--- config.mk ---
export PLATFORM = sky130hd
export DESIGN_NAME = alu_result_stage
export DESIGN_NICKNAME = d
export VERILOG_FILES = /design/src/rtl/alu_result_stage.sv
export SDC_FILE = /design/constraint.sdc
export NUM_CORES = 1
export LEC_CHECK = 0
export ABC_AREA = 1
export CORE_MARGIN = 4
export CORE_UTILIZATION = 45
export CTS_CLUSTER_DIAMETER = 150
export DETAILED_ROUTE_END_ITERATION = 12
export PLACE_DENSITY_LB_ADDON = 0.1
export SETUP_SLACK_MARGIN = 0.5
export SYNTH_ARGS = -nofsm -noshare
export SYNTH_HDL_FRONTEND = slang
export SYNTH_SLANG_ARGS = --single-unit
--- constraint.sdc ---
create_clock -name clk -period 2.5 [get_ports clk]
set_clock_uncertainty 0.2 [all_clocks]
set_input_delay 0.375 -clock clk [delete_from_list [all_inputs] [get_ports clk]]
set_output_delay 0.375 -clock clk [all_outputs]
set_load 0.02 [all_outputs]
--- src/rtl/alu_result_stage.sv ---
// ---------------------------------------------------------------------------
// alu_result_stage
//
// Registered result/status stage that sits directly behind the 16-bit
// structural ALU. Each accepted ALU result is stored together with its
// derived N/Z/C/V flags in a small circular FIFO guarded by a valid/ready
// handshake. Two sticky indicators (overflow seen, illegal opcode seen) are
// kept for the control path until it clears them.
//
// Parameters
//   WIDTH        datapath width, must match the ALU result width
//   DEPTH        FIFO entries, power of two and at least 2
//
// Ports
//   clk          rising-edge clock for all state
//   rst_n        asynchronous active-low reset, discards all entries at once
//   in_valid     upstream presents an ALU result this cycle
//   in_ready     stage can accept an entry (depends on occupancy only)
//   in_result    ALU result
//   in_carry     adder carry/borrow
//   in_overflow  adder overflow
//   in_opcode    opcode that produced in_result
//   out_valid    head entry available
//   out_ready    downstream consumes the head entry
//   out_result   head result, 0 while empty
//   out_flags    head flags {N,Z,C,V}, 0 while empty
//   count        current occupancy
//   sticky_v     an accepted entry had V=1 since the last clear
//   sticky_ill   an accepted entry had an illegal opcode since the last clear
//   clr_sticky   synchronous clear of both sticky bits (a same-cycle set wins)
// ---------------------------------------------------------------------------
module alu_result_stage #(
    parameter int WIDTH = 16,
    parameter int DEPTH = 2
) (
    input  logic                     clk,
    input  logic                     rst_n,

    input  logic                     in_valid,
    output logic                     in_ready,
    input  logic [WIDTH-1:0]         in_result,
    input  logic                     in_carry,
    input  logic                     in_overflow,
    input  logic [2:0]               in_opcode,

    output logic                     out_valid,
    input  logic                     out_ready,
    output logic [WIDTH-1:0]         out_result,
    output logic [3:0]               out_flags,

    output logic [$clog2(DEPTH):0]   count,
    output logic                     sticky_v,
    output logic                     sticky_ill,
    input  logic                     clr_sticky
);

    localparam int PTR_W = $clog2(DEPTH);
    localparam int CNT_W = PTR_W + 1;
    localparam logic [CNT_W-1:0] FULL_CNT = CNT_W'(DEPTH);

    typedef enum logic [1:0] {
        OPC_ARITH,
        OPC_LOGIC,
        OPC_ILLEGAL
    } op_class_e;

    // Field order gives the packed layout {N,Z,C,V} seen on out_flags.
    typedef struct packed {
        logic n;
        logic z;
        logic c;
        logic v;
    } flags_t;

    function automatic op_class_e classify(input logic [2:0] opcode);
        op_class_e cls;
        if (opcode[2:1] == 2'b00) begin
            cls = OPC_ARITH;
        end else if (opcode[2:1] == 2'b11) begin
            cls = OPC_ILLEGAL;
        end else begin
            cls = OPC_LOGIC;
        end
        return cls;
    endfunction

    // ------------------------------------------------------------------
    // State
    // ------------------------------------------------------------------
    logic [WIDTH-1:0]  mem_result_q [DEPTH];
    flags_t            mem_flags_q  [DEPTH];

    logic [PTR_W-1:0]  wr_ptr_q, wr_ptr_d;
    logic [PTR_W-1:0]  rd_ptr_q, rd_ptr_d;
    logic [CNT_W-1:0]  count_q,  count_d;
    logic              sticky_v_q,   sticky_v_d;
    logic              sticky_ill_q, sticky_ill_d;

    // ------------------------------------------------------------------
    // Handshake
    // ------------------------------------------------------------------
    logic push;
    logic pop;

    // Full means not ready even when a pop happens this cycle: no
    // pass-through, so in_ready never depends on out_ready.
    assign in_ready  = (count_q < FULL_CNT);
    assign out_valid = (count_q != '0);
    assign push      = in_valid  && in_ready;
    assign pop       = out_valid && out_ready;

    // ------------------------------------------------------------------
    // Entry formation: result masking and flag derivation at push time
    // ------------------------------------------------------------------
    op_class_e        op_class;
    logic [WIDTH-1:0] entry_result;
    flags_t           entry_flags;

    // NOTE: every signal assigned in an always_comb gets a default at the
    // top of the block so no path leaves it unassigned and infers a latch.
    always_comb begin
        op_class      = classify(in_opcode);
        entry_result  = in_result;
        entry_flags   = '0;

        if (op_class == OPC_ILLEGAL) begin
            // Illegal opcodes are still accepted, but carry a zero result.
            entry_result = '0;
        end

        // N, C and V are only meaningful for add/subtract.
        entry_flags.n = (op_class == OPC_ARITH) && in_result[WIDTH-1];
        entry_flags.z = (entry_result == '0);
        entry_flags.c = (op_class == OPC_ARITH) && in_carry;
        entry_flags.v = (op_class == OPC_ARITH) && in_overflow;
    end

    // ------------------------------------------------------------------
    // Next-state logic for pointers, occupancy and sticky bits
    // ------------------------------------------------------------------
    always_comb begin
        wr_ptr_d     = wr_ptr_q;
        rd_ptr_d     = rd_ptr_q;
        count_d      = count_q;
        sticky_v_d   = sticky_v_q;
        sticky_ill_d = sticky_ill_q;

        // DEPTH is a power of two, so natural pointer overflow is the
        // modulo-DEPTH wrap.
        if (push) begin
            wr_ptr_d = wr_ptr_q + PTR_W'(1);
        end
        if (pop) begin
            rd_ptr_d = rd_ptr_q + PTR_W'(1);
        end

        unique case ({push, pop})
            2'b10:   count_d = count_q + CNT_W'(1);
            2'b01:   count_d = count_q - CNT_W'(1);
            default: count_d = count_q;
        endcase

        // Clear first, then set, so a same-cycle set wins over clr_sticky.
        if (clr_sticky) begin
            sticky_v_d   = 1'b0;
            sticky_ill_d = 1'b0;
        end
        if (push && entry_flags.v) begin
            sticky_v_d = 1'b1;
        end
        if (push && (op_class == OPC_ILLEGAL)) begin
            sticky_ill_d = 1'b1;
        end
    end

    // ------------------------------------------------------------------
    // Control registers
    // ------------------------------------------------------------------
    // NOTE: sequential state uses non-blocking assignments so every
    // register samples its inputs from the same pre-edge values.
    always_ff @(posedge clk or negedge rst_n) begin
        if (!rst_n) begin
            wr_ptr_q     <= '0;
            rd_ptr_q     <= '0;
            count_q      <= '0;
            sticky_v_q   <= 1'b0;
            sticky_ill_q <= 1'b0;
        end else begin
            wr_ptr_q     <= wr_ptr_d;
            rd_ptr_q     <= rd_ptr_d;
            count_q      <= count_d;
            sticky_v_q   <= sticky_v_d;
            sticky_ill_q <= sticky_ill_d;
        end
    end

    // ------------------------------------------------------------------
    // Entry storage
    // ------------------------------------------------------------------
    // NOTE: the storage array has no reset; a slot is only ever read after
    // it has been written, and the outputs are gated to zero while empty,
    // so stale contents never become visible.
    always_ff @(posedge clk) begin
        if (push) begin
            mem_result_q[wr_ptr_q] <= entry_result;
            mem_flags_q[wr_ptr_q]  <= entry_flags;
        end
    end

    // ------------------------------------------------------------------
    // Outputs: driven from registers only, zeroed while the FIFO is empty
    // ------------------------------------------------------------------
    assign out_result = out_valid ? mem_result_q[rd_ptr_q] : '0;
    assign out_flags  = out_valid ? mem_flags_q[rd_ptr_q]  : 4'b0000;
    assign count      = count_q;
    assign sticky_v   = sticky_v_q;
    assign sticky_ill = sticky_ill_q;

endmodule

======== After elaboration in Yosys (flattened, before gate mapping) ========
Memories as Yosys holds them, arrays and structs flattened.
Cells that the tools add are included.
word-level totals
  memories kept ........................... 2
  RAM bits ................................ 40
  register bits after elaboration ......... 6
  input port bits ......................... 26
  output and inout bits ................... 26
operators by class
  add/subtract/negate cells ............... 4
  reduce and logical (&&, ||, !) cells .... 14
  multiplexer cells ....................... 11
  equality and inequality tests ........... 4
  magnitude comparators ................... 1
memories
  name          depth  width  read ports  clocked after memory_dff  write ports  line  RTL
  mem_result_q  2      16     1           0                         1            90    logic [WIDTH-1:0] mem_result_q [DEPTH];
  mem_flags_q   2      4      1           0                         1            91    flags_t mem_flags_q [DEPTH];
operators by type and width
  operator               number
  $mux W16               2
  $logic_not A16 Y1      1
  $reduce_bool A2 Y1     4
  $logic_and A1 B1 Y1    7
  $eq A2 B2 Y1 const B   3
  $mux W1                5
  $logic_not A2 Y1       2
  $mux W2                2
  $mux W4                1
  $pmux W2 S2            1
  $add A1 B1 Y1 const B  2
  $add A2 B1 Y2 const B  1
  $eq A2 B1 Y1 const B   1
  $lt A2 B2 Y1 const B   1
  $sub A2 B1 Y2 const B  1

======== Logic depth before layout (Yosys ltp) ========
  depth after elaboration ................. 7
  gate-level depth with buffers ........... 6
  gate-level depth less buffers ........... 6

======== Worst setup path before layout ========
No wires, ideal clock.
  path kind ............................... register to register
  start point ............................. reg count_q[1] (netlist: count[1])
  end point ............................... mem mem_flags_q[0][0] in the netlist's numbering, enable pin
  cell stages (with the launch flop) ...... 4
  arrival time ............................ 1.719 ns
  setup slack ............................. 0.185 ns
  cells stage by stage .................... dfrtp_1 inv_1 nand2_2 nor2_1
on the way
  word-level cells in the longest chain between the ends .. 4
RTL lines
  element                        line  RTL
  start, declared                95    logic [CNT_W-1:0] count_q, count_d;
  start signal, assigned         191   count_q <= count_d;
  $lt A2 B2 Y1                   107   assign in_ready = (count_q < FULL_CNT);
  via in_ready                   40    output logic in_ready,
  $logic_and A1 B1 Y1            109   assign push = in_valid && in_ready;
  $mux W1                        204   if (push) begin
  $mux W1 (implied by the code)  206   mem_flags_q[wr_ptr_q] <= entry_flags;
  end, declared                  91
The timed path passes the listed nets, and every way through them passes these cells.

======== Final worst setup path ========
  start point ............................. reg rd_ptr_q
  end point ............................... out out_result[8]
on the way
  word-level cells in the longest chain between the ends .. 2
RTL lines
  element                 line  RTL
  start, declared         94    logic [PTR_W-1:0] rd_ptr_q, rd_ptr_d;
  start signal, assigned  190   rd_ptr_q <= rd_ptr_d;
  $mem_v2 Z2 W16          -
  $mux W16                213   assign out_result = out_valid ? mem_result_q[rd_ptr_q] : '0;
  end, declared           48    output logic [WIDTH-1:0] out_result,
No other way between the ends.

==> metrics <==
Total GRT Usage 0.1579; vias between 1,000 and 1,500; port bufs 50; hold buffer count at CTS 0; WL/cell roughly 13 um; HPWL after DPL about 2900 um; TritonCTS buffer count 5; maximum vdd drop 0.6369 mV; type of the worst setup path flop to output pin; CTS Sinks 46; Fin. Hold Viols 0; CTS root buf clkbuf_8; deepest clock path buffer count 2; Syn Inst Count between 150 and 200; io pins 52; Synth Warn # 0; sum of buffers and inverters on the critical path 3; worst-path cell chain inv_1 > buf_4 > nand2_1 > a21oi_1 > clkdlybuf4s15_2; slowest CP cell dfrtp_1; Initial Utilization 0.4644; Placer Congestion 0.7238; first-pass iteration count of the detailed router 4; # DRC 0; crit end category output pin; power density cells roughly 1100 nW/um^2; Critical Path Start Type flop; DRT Wirelength roughly 4200 um; Setup TNS 0 ps; die area approximately 5600 sq um; syn nets about 220; first-pass GRT wire length 6375 um; Worst-path clk slew 80 ps; fillers around 380; Synth Cell Area approximately 2000 sq um; CTS H-tree lvls 2; crit path max fanout 11; status completed; RSZ-0062 raised after global routing true; Slew Limit Fails 0; max capacitance violation total 0; syn_area_per_cell 10.25 sq um; # nets final between 200 and 300; final cell area excluding filler cells about 2700 sq um; num rows 24; Critical Path Max Stage Delay around 400 ps; die extent in y 74.80 um; Routed Antenna Nets 0; Worst-Skew Late Latency 290 ps; area grow syn2layout 33.46%; drt via density about 4.8; Placed Cells 300; most common library cell in the layout ignoring fill and taps nand2_1; worst-margin pin slew about 340 ps; die width approximately 75 um; Hold WC Path Type input pin to async pin; FF+latch count, synth 46; fmax ~500 MHz; share of cells above drive strength 1 0.1846; Slew headroom 0.7723; delay-heaviest family, CP buffers and inverters; GRT overflow 0; placed cell areas roughly 2600 sq um; Lkg Pwr 1.152 nW; final core utilization 0.6198; Final Cycle Share 0.7936; Required @ worst endpoint roughly 1900 ps; CORE AREA approximately 4300 sq um; largest net degree at the start of global routing 19; Yosys cell types 18; critical path arrival roughly 1400 ps; commonest cells after routing, fill and taps aside nand2_1, edfxtp_1, inv_1; r2r worst-path depth 8; DRT iter0 DRCs 115; initial antenna violation count 0; Worst path depth 5; final non-filler cell total 312; Seq/Total Area, Yosys 0.6729; CTS tree built; setup violators final 0; vias in the first global route 1,416; crit path time final roughly 2000 ps; antenna fix cells 0
## flip-flops by register name, summed over array words and instances, names as in the netlist
| register | cells |
|---|---|
| sticky_ill | 1 |
| mem_flags_q | 8 |
| sticky_v | 1 |
| mem_result_q | 32 |
| count | 2 |
| rd_ptr_q | 1 |
| wr_ptr_q | 1 |
## what timing repair did
action | CTS | global route
cloned | 0 | 0
resized for setup | 70 | 13
endpoints found under the setup margin | 22 | 15
hold endpoints to repair | 0 | 0
setup buffers | 0 | 4
## final timing paths
path | startpoint | slack, ps | end
setup / recovery | rd_ptr_q$_DFFE_PN0P_ | 520 | out_result[8]
hold / removal | rst_n | 120 | rd_ptr_q$_DFFE_PN0P_
setup reg to reg | count[1]$_DFFE_PN0P_ | 680 | count[1]$_DFFE_PN0P_
hold reg to reg | count[0]$_DFFE_PN0P_ | 320 | count[0]$_DFFE_PN0P_
max in group asynchronous | rst_n | 1740 | count[0]$_DFFE_PN0P_
min in group clk | count[0]$_DFFE_PN0P_ | 320 | count[0]$_DFFE_PN0P_
## cells in the mapped netlist
cell	count	share of area
a21oi_1	21	0.052
xnor2_1	1	0.0044
buf_2	6	0.015
o22ai_1	1	0.0031
nand2_2	2	0.0062
buf_4	1	0.0037
nand3_1	1	0.0025
nand2_1	47	0.088
o21ai_0	9	0.022
nor2_1	23	0.043
ha_1	1	0.0062
inv_2	1	0.0019
dfrtp_1	6	0.075
xor2_1	3	0.013
edfxtp_1	40	0.60
nor2_2	2	0.0062
or2_1	1	0.0031
inv_1	30	0.056
## per-stage QoR
stage / setup slack [ps] / power (mW) / hold WS [ps]
after CTS: 392.1 / 2.897 / 129.7
after global routing: 429.0 / 3.080 / 133.5
after floorplan: 184.9 / 1.871 / -120.6
after global placement: 446.6 / 2.571 / 317.5
after detailed placement: 435.0 / 2.589 / 328.9
final: 516.1 / 2.914 / 122.0
## per-layer routing
| layer | vias up | part of all wire | track usage | wire (um) |
|---|---|---|---|---|
| li1 | 756 | - | - | - |
| met1 | 692 | 0.41 | 0.1878 | 1714 |
| met2 | 39 | 0.52 | 0.2761 | 2153 |
| met3 | 4 | 0.064 | 0.04806 | 266 |
| met4 | 0 | 0.010 | 0.04743 | 43 |
| met5 | - | 0 | 0 | 0 |
## logic make-up (layout without fill, tap and decap cells)
logic type | after synthesis | after routing | synth area share
buffers and inverters | 38 | 102 | 0.07664
AND/OR/NAND/NOR | 76 | 76 | 0.1489
AO/OA/AOI/OAI | 31 | 31 | 0.07788
flip-flops | 46 | 46 | 0.6729
XOR/XNOR | 4 | 4 | 0.01745
adder cells (fa/ha/maj) | 1 | 1 | 0.006230
## area by class of cell
cell class                      count  area, sq um  area share
Multi-Input combinational cell    112        511.7      0.1909
Tap cell                           52        65.06     0.02428
Timing Repair Buffer               63        544.3      0.2031
Inverter                           31        116.4     0.04342
Sequential cell                    46         1353      0.5047
Clock buffer                        8        90.09     0.03361
## power by group
part           switching, mW  internal (mW)
clock                  0.224          0.225
combinational          0.845          0.545
sequential            0.0597           1.01
total                   1.13           1.78
(Power assumes the default switching activity.)
